`src/rtl/mc14500b_seq.sv`:
```
// MC14500B-style 1-instruction-per-clock industrial control unit with a
// call/return stack, skip flag, gated I/O and registered strobes.
module mc14500b_seq #(
    parameter int WIDTH       = 1,
    parameter int ADDR_W      = 8,
    parameter int STACK_DEPTH = 4
) (
    input  logic              x2,
    input  logic              rst_n,
    input  logic              run,
    output logic [ADDR_W-1:0] pc,
    input  logic [3:0]        instr,
    input  logic [ADDR_W-1:0] operand,
    input  logic [WIDTH-1:0]  data_in,
    output logic [WIDTH-1:0]  data_out,
    output logic [WIDTH-1:0]  rr,
    output logic              write,
    output logic              jmp,
    output logic              rtn,
    output logic              flg0,
    output logic              flgf,
    output logic              stk_err
);
    localparam int SP_W  = $clog2(STACK_DEPTH + 1);
    localparam int IDX_W = (STACK_DEPTH > 1) ? $clog2(STACK_DEPTH) : 1;
    localparam logic [SP_W-1:0] SP_FULL = SP_W'(STACK_DEPTH);

    typedef enum logic [3:0] {
        OP_NOP0, OP_LD, OP_LDC, OP_AND, OP_ANDC, OP_OR, OP_ORC, OP_XNOR,
        OP_STO, OP_STOC, OP_IEN, OP_OEN, OP_JMP, OP_RTN, OP_SKZ, OP_NOPF
    } op_t;

    op_t               op;
    logic              ien, oen, skip;
    logic [SP_W-1:0]   sp, sp_m1;
    logic [ADDR_W-1:0] stack [2**IDX_W];
    logic [ADDR_W-1:0] pc_inc;
    logic [WIDTH-1:0]  d;

    logic [ADDR_W-1:0] pc_n;
    logic [WIDTH-1:0]  rr_n, dout_n;
    logic [SP_W-1:0]   sp_n;
    logic              ien_n, oen_n, skip_n, err_n, push;
    logic              write_n, jmp_n, rtn_n, flg0_n, flgf_n;

    assign op     = op_t'(instr);
    assign pc_inc = pc + 1'b1;
    assign sp_m1  = sp - 1'b1;
    assign d      = ien ? data_in : '0;

    always_comb begin
        pc_n    = pc;
        rr_n    = rr;
        dout_n  = data_out;
        ien_n   = ien;
        oen_n   = oen;
        skip_n  = skip;
        sp_n    = sp;
        err_n   = stk_err;
        push    = 1'b0;
        write_n = 1'b0;
        jmp_n   = 1'b0;
        rtn_n   = 1'b0;
        flg0_n  = 1'b0;
        flgf_n  = 1'b0;
        if (run) begin
            pc_n = pc_inc;
            if (skip) begin
                skip_n = 1'b0;
            end else begin
                case (op)
                    OP_NOP0: flg0_n = 1'b1;
                    OP_LD:   rr_n = d;
                    OP_LDC:  rr_n = ~d;
                    OP_AND:  rr_n = rr & d;
                    OP_ANDC: rr_n = rr & ~d;
                    OP_OR:   rr_n = rr | d;
                    OP_ORC:  rr_n = rr | ~d;
                    OP_XNOR: rr_n = ~(rr ^ d);
                    OP_STO: if (oen) begin
                        dout_n  = rr;
                        write_n = 1'b1;
                    end
                    OP_STOC: if (oen) begin
                        dout_n  = ~rr;
                        write_n = 1'b1;
                    end
                    OP_IEN:  ien_n = data_in[0];
                    OP_OEN:  oen_n = data_in[0];
                    OP_JMP: begin
                        // A full stack drops the return address but the jump still happens
                        pc_n  = operand;
                        jmp_n = 1'b1;
                        if (sp == SP_FULL) begin
                            err_n = 1'b1;
                        end else begin
                            push = 1'b1;
                            sp_n = sp + 1'b1;
                        end
                    end
                    OP_RTN: begin
                        rtn_n = 1'b1;
                        if (sp == '0) begin
                            err_n = 1'b1;
                        end else begin
                            pc_n   = stack[sp_m1[IDX_W-1:0]];
                            sp_n   = sp_m1;
                            skip_n = 1'b1;
                        end
                    end
                    OP_SKZ:  if (!rr[0]) skip_n = 1'b1;
                    OP_NOPF: flgf_n = 1'b1;
                    default: ;
                endcase
            end
        end
    end

    always_ff @(posedge x2) begin
        if (!rst_n) begin
            pc       <= '0;
            rr       <= '0;
            data_out <= '0;
            ien      <= 1'b0;
            oen      <= 1'b0;
            skip     <= 1'b0;
            sp       <= '0;
            stk_err  <= 1'b0;
            write    <= 1'b0;
            jmp      <= 1'b0;
            rtn      <= 1'b0;
            flg0     <= 1'b0;
            flgf     <= 1'b0;
        end else begin
            pc       <= pc_n;
            rr       <= rr_n;
            data_out <= dout_n;
            ien      <= ien_n;
            oen      <= oen_n;
            skip     <= skip_n;
            sp       <= sp_n;
            stk_err  <= err_n;
            write    <= write_n;
            jmp      <= jmp_n;
            rtn      <= rtn_n;
            flg0     <= flg0_n;
            flgf     <= flgf_n;
        end
    end

    // Stack storage needs no reset; the pointer alone defines validity.
    always_ff @(posedge x2) begin
        if (rst_n && push) stack[sp[IDX_W-1:0]] <= pc_inc;
    end
endmodule

```
`config.mk`:
```
export PLATFORM = sky130hd
export DESIGN_NAME = mc14500b_seq
export DESIGN_NICKNAME = d
export VERILOG_FILES = /design/src/rtl/mc14500b_seq.sv
export SDC_FILE = /design/constraint.sdc
export NUM_CORES = 1
export LEC_CHECK = 0
export ABC_AREA = 1
export BUFFER_PORTS_ARGS = -buffer_cell sky130_fd_sc_hd__buf_4
export CORE_MARGIN = 5
export CORE_UTILIZATION = 47
export DETAILED_ROUTE_END_ITERATION = 10
export PLACE_DENSITY_LB_ADDON = 0.12
export SYNTH_ARGS = -nofsm -noshare
export SYNTH_HDL_FRONTEND = slang
export SYNTH_SLANG_ARGS = --single-unit
```
`constraint.sdc`:
```
create_clock -name x2 -period 2.2 [get_ports x2]
set_input_delay 0.11 -clock x2 [delete_from_list [all_inputs] [get_ports x2]]
set_output_delay 0.11 -clock x2 [all_outputs]
set_load 0.005 [all_outputs]
```
==> impl_metrics.toml <==
[cts]
clock-root-buffer = "clkbuf_8"
cts_tree = "yes"
clk_pin_slew_ns = 0.10
cts_setup_buffers = 0
cts_resized = 0
cts_buffer_depth = 2
cts_buffers = 5
clock_sinks = 54
cts.htree.levels = 2
ctsHoldBuffers = 0
clkLatencyLatePin_ns = 0.31

[min_path]
min_from = "instr[3]"
hold_class = "in -> reg"

[flow_run]
cap_violations = 0

[floorplan]
start_util_pct = 49.0
core_area_sq_um = 5570
fp.dieH_microns = 86.2
rows = 27
die_x_microns = 86.2
die-area_sq_um = 7440
ios = 32

[worst_setup_path]
worst_setup_path_start_kind = "flop"
endpoint_kind = "flop"
arrival_ns = 1.71
path_max_fanout = 8
cp-startpoint = "sp[1]"
reg2reg_from = "sp[1]"
crit_type = "reg -> reg"
cp.required_ns = 2.22

[route]
drcViolationCount = 0
wire_per_inst_microns = 13.4
firstDrtPassIters = 4
wirelength_microns = 6110
final_antenna_net_count = 0
routed_via_density = 4.84
vias = 2201
drt_iter0_drc = 135

[placed_design]
hpwl_microns = 4550
place_inst = 447
place_congestion = 0.830
io_buffers = 31

[cells_and_area]
final_common_cell = "nand2_1"
area_delta_synth_final_pct = 16.9
post-route-util_pct = 57.3
antenna_cells_inserted = 0
final_cell_mix = "nand2_1, inv_1, buf_4"
layout.nets = 404
num-fill-cells = 540
finalNonFillerCells = 455
drive_above_1_share_pct = 15.1

[logic_synthesis]
avgSynthCellArea_sq_um = 7.96
syn_nets = 365
yosys_warnings = 0
ys_seq_elements = 54
seq_area_frac_synth_pct = 51.3
synth_cell_types = 28
syn_area_sq_um = 2730
syn_inst = 343

[timing]
rsz0062_at_grt = "false"
drv_slew = 0
tightest_slew_ns = 0.556
setup_total_negative_slack_ns = 0
finalSetupViolations = 0
max_freq_ghz = 0.593
fin_skew_ns = 0.00658
finalHoldViolCount = 0
period_share_pct = 76.7
layout_min_cycle_time_ns = 1.69
slew-limit-headroom_pct = 62.8
hold_ws_ns = 0.0178

[global_route]
met3_usage_pct = 2.95
grt_max_degree = 21
antenna_found_initial = 0
grt_pass1_vias = 2092
grt_usage_pct = 17.3
grtUsageMet2_pct = 29.3
grt_remaining_overflow = 0
met1_usage_pct = 22.8
grt_first_pass_wirelength_microns = 9960
busiest_layer = "met2"

[pwr]
finalPower_mw = 1.97
peakVddDrop_mv = 0.307
power_leakage_nw = 1.48
power.density_nw_per_um2 = 616

[status]
status = "complete, no violations"
## cell families after synthesis
group / share of synthesized area (%)
and+or+nand+nor: 29.0
xor gates and xnor gates: 2.57
AOI/OAI and AO/OA: 6.32
DFF: 51.3
adders and majority gates: 2.75
buffers and inverters: 8.02
## per-stage QoR
step / instance area, sq um / setup slack, ns
global route: 3190 / 0.390
detailed placement: 3080 / 0.536
floorplan: 2740 / 0.158
global placement: 3080 / 0.530
finish: 3190 / 0.513
CTS: 3190 / 0.507
## registers in the layout (all words and copies together), names as in the netlist
register  cells
stack        32
pc            8
sp            3
data_out      1
flg0          1
flgf          1
ien           1
jmp           1
oen           1
rr            1
rtn           1
skip          1
stk_err       1
write         1
## layout make-up
class | count | area, sq um | area share [%]
Clock inverter | 3 | 45.0 | 1.41
Timing Repair Buffer | 38 | 285 | 8.93
Multi-Input combinational cell | 233 | 1120 | 34.9
Inverter | 50 | 188 | 5.88
Clock buffer | 5 | 68.8 | 2.15
Sequential cell | 54 | 1400 | 43.9
Tap cell | 72 | 90.1 | 2.82
## synthesized netlist by cell type
library cell | count | area [sq um]
clkbuf_1 | 1 | 3.75
ha_1 | 6 | 75.1
xnor2_1 | 1 | 8.76
nand3_2 | 1 | 10.0
a21oi_1 | 16 | 80.1
inv_2 | 2 | 7.51
nor4_1 | 2 | 12.5
xor2_1 | 7 | 61.3
nand2_1 | 133 | 499
nand2_2 | 3 | 18.8
nor3_4 | 1 | 16.3
o21ai_0 | 13 | 65.1
inv_1 | 47 | 176
nand3_1 | 19 | 95.1
clkinv_1 | 1 | 3.75
dfxtp_1 | 22 | 440
o21a_1 | 1 | 7.51
edfxtp_1 | 32 | 961
buf_4 | 1 | 7.51
nand2_4 | 1 | 11.3
nand4_1 | 2 | 12.5
buf_2 | 4 | 20.0
o21ai_1 | 1 | 5.00
o31ai_1 | 1 | 7.51
nor2_4 | 3 | 33.8
a21boi_0 | 1 | 7.51
nor2_1 | 17 | 63.8
nor3_1 | 4 | 20.0
## metal layers
layer | wire length (microns) | up-vias | part of all wire [%]
met5 | 0 | - | 0
li1 | - | 1164 | -
met3 | 183 | 7 | 3.0
met1 | 2970 | 993 | 49
met2 | 2880 | 37 | 47
met4 | 72 | 0 | 1.2
## where the power goes
| group | internal (mW) | switching (mW) |
|---|---|---|
| Clock | 0.339 | 0.333 |
| Sequential | 1.08 | 0.0134 |
| Combinational | 0.0729 | 0.125 |
## path summary, 6_finish.rpt
kind,to,slack [ns],depth (start not counted)
min,flg0,0.02,2
min reg2reg,ien,0.45,2
max reg2reg,stack[0][1],0.51,7
max,stack[0][1],0.51,7
## worst max-delay path, cell delays in order (launching register included)
cell	delay (ns)
dfxtp_1	0.34
inv_1	0.12
ha_1	0.19
inv_1	0.04
nor2_1	0.25
inv_1	0.09
nor3_2	0.16
buf_4	0.20
(Power assumes the default switching activity.)
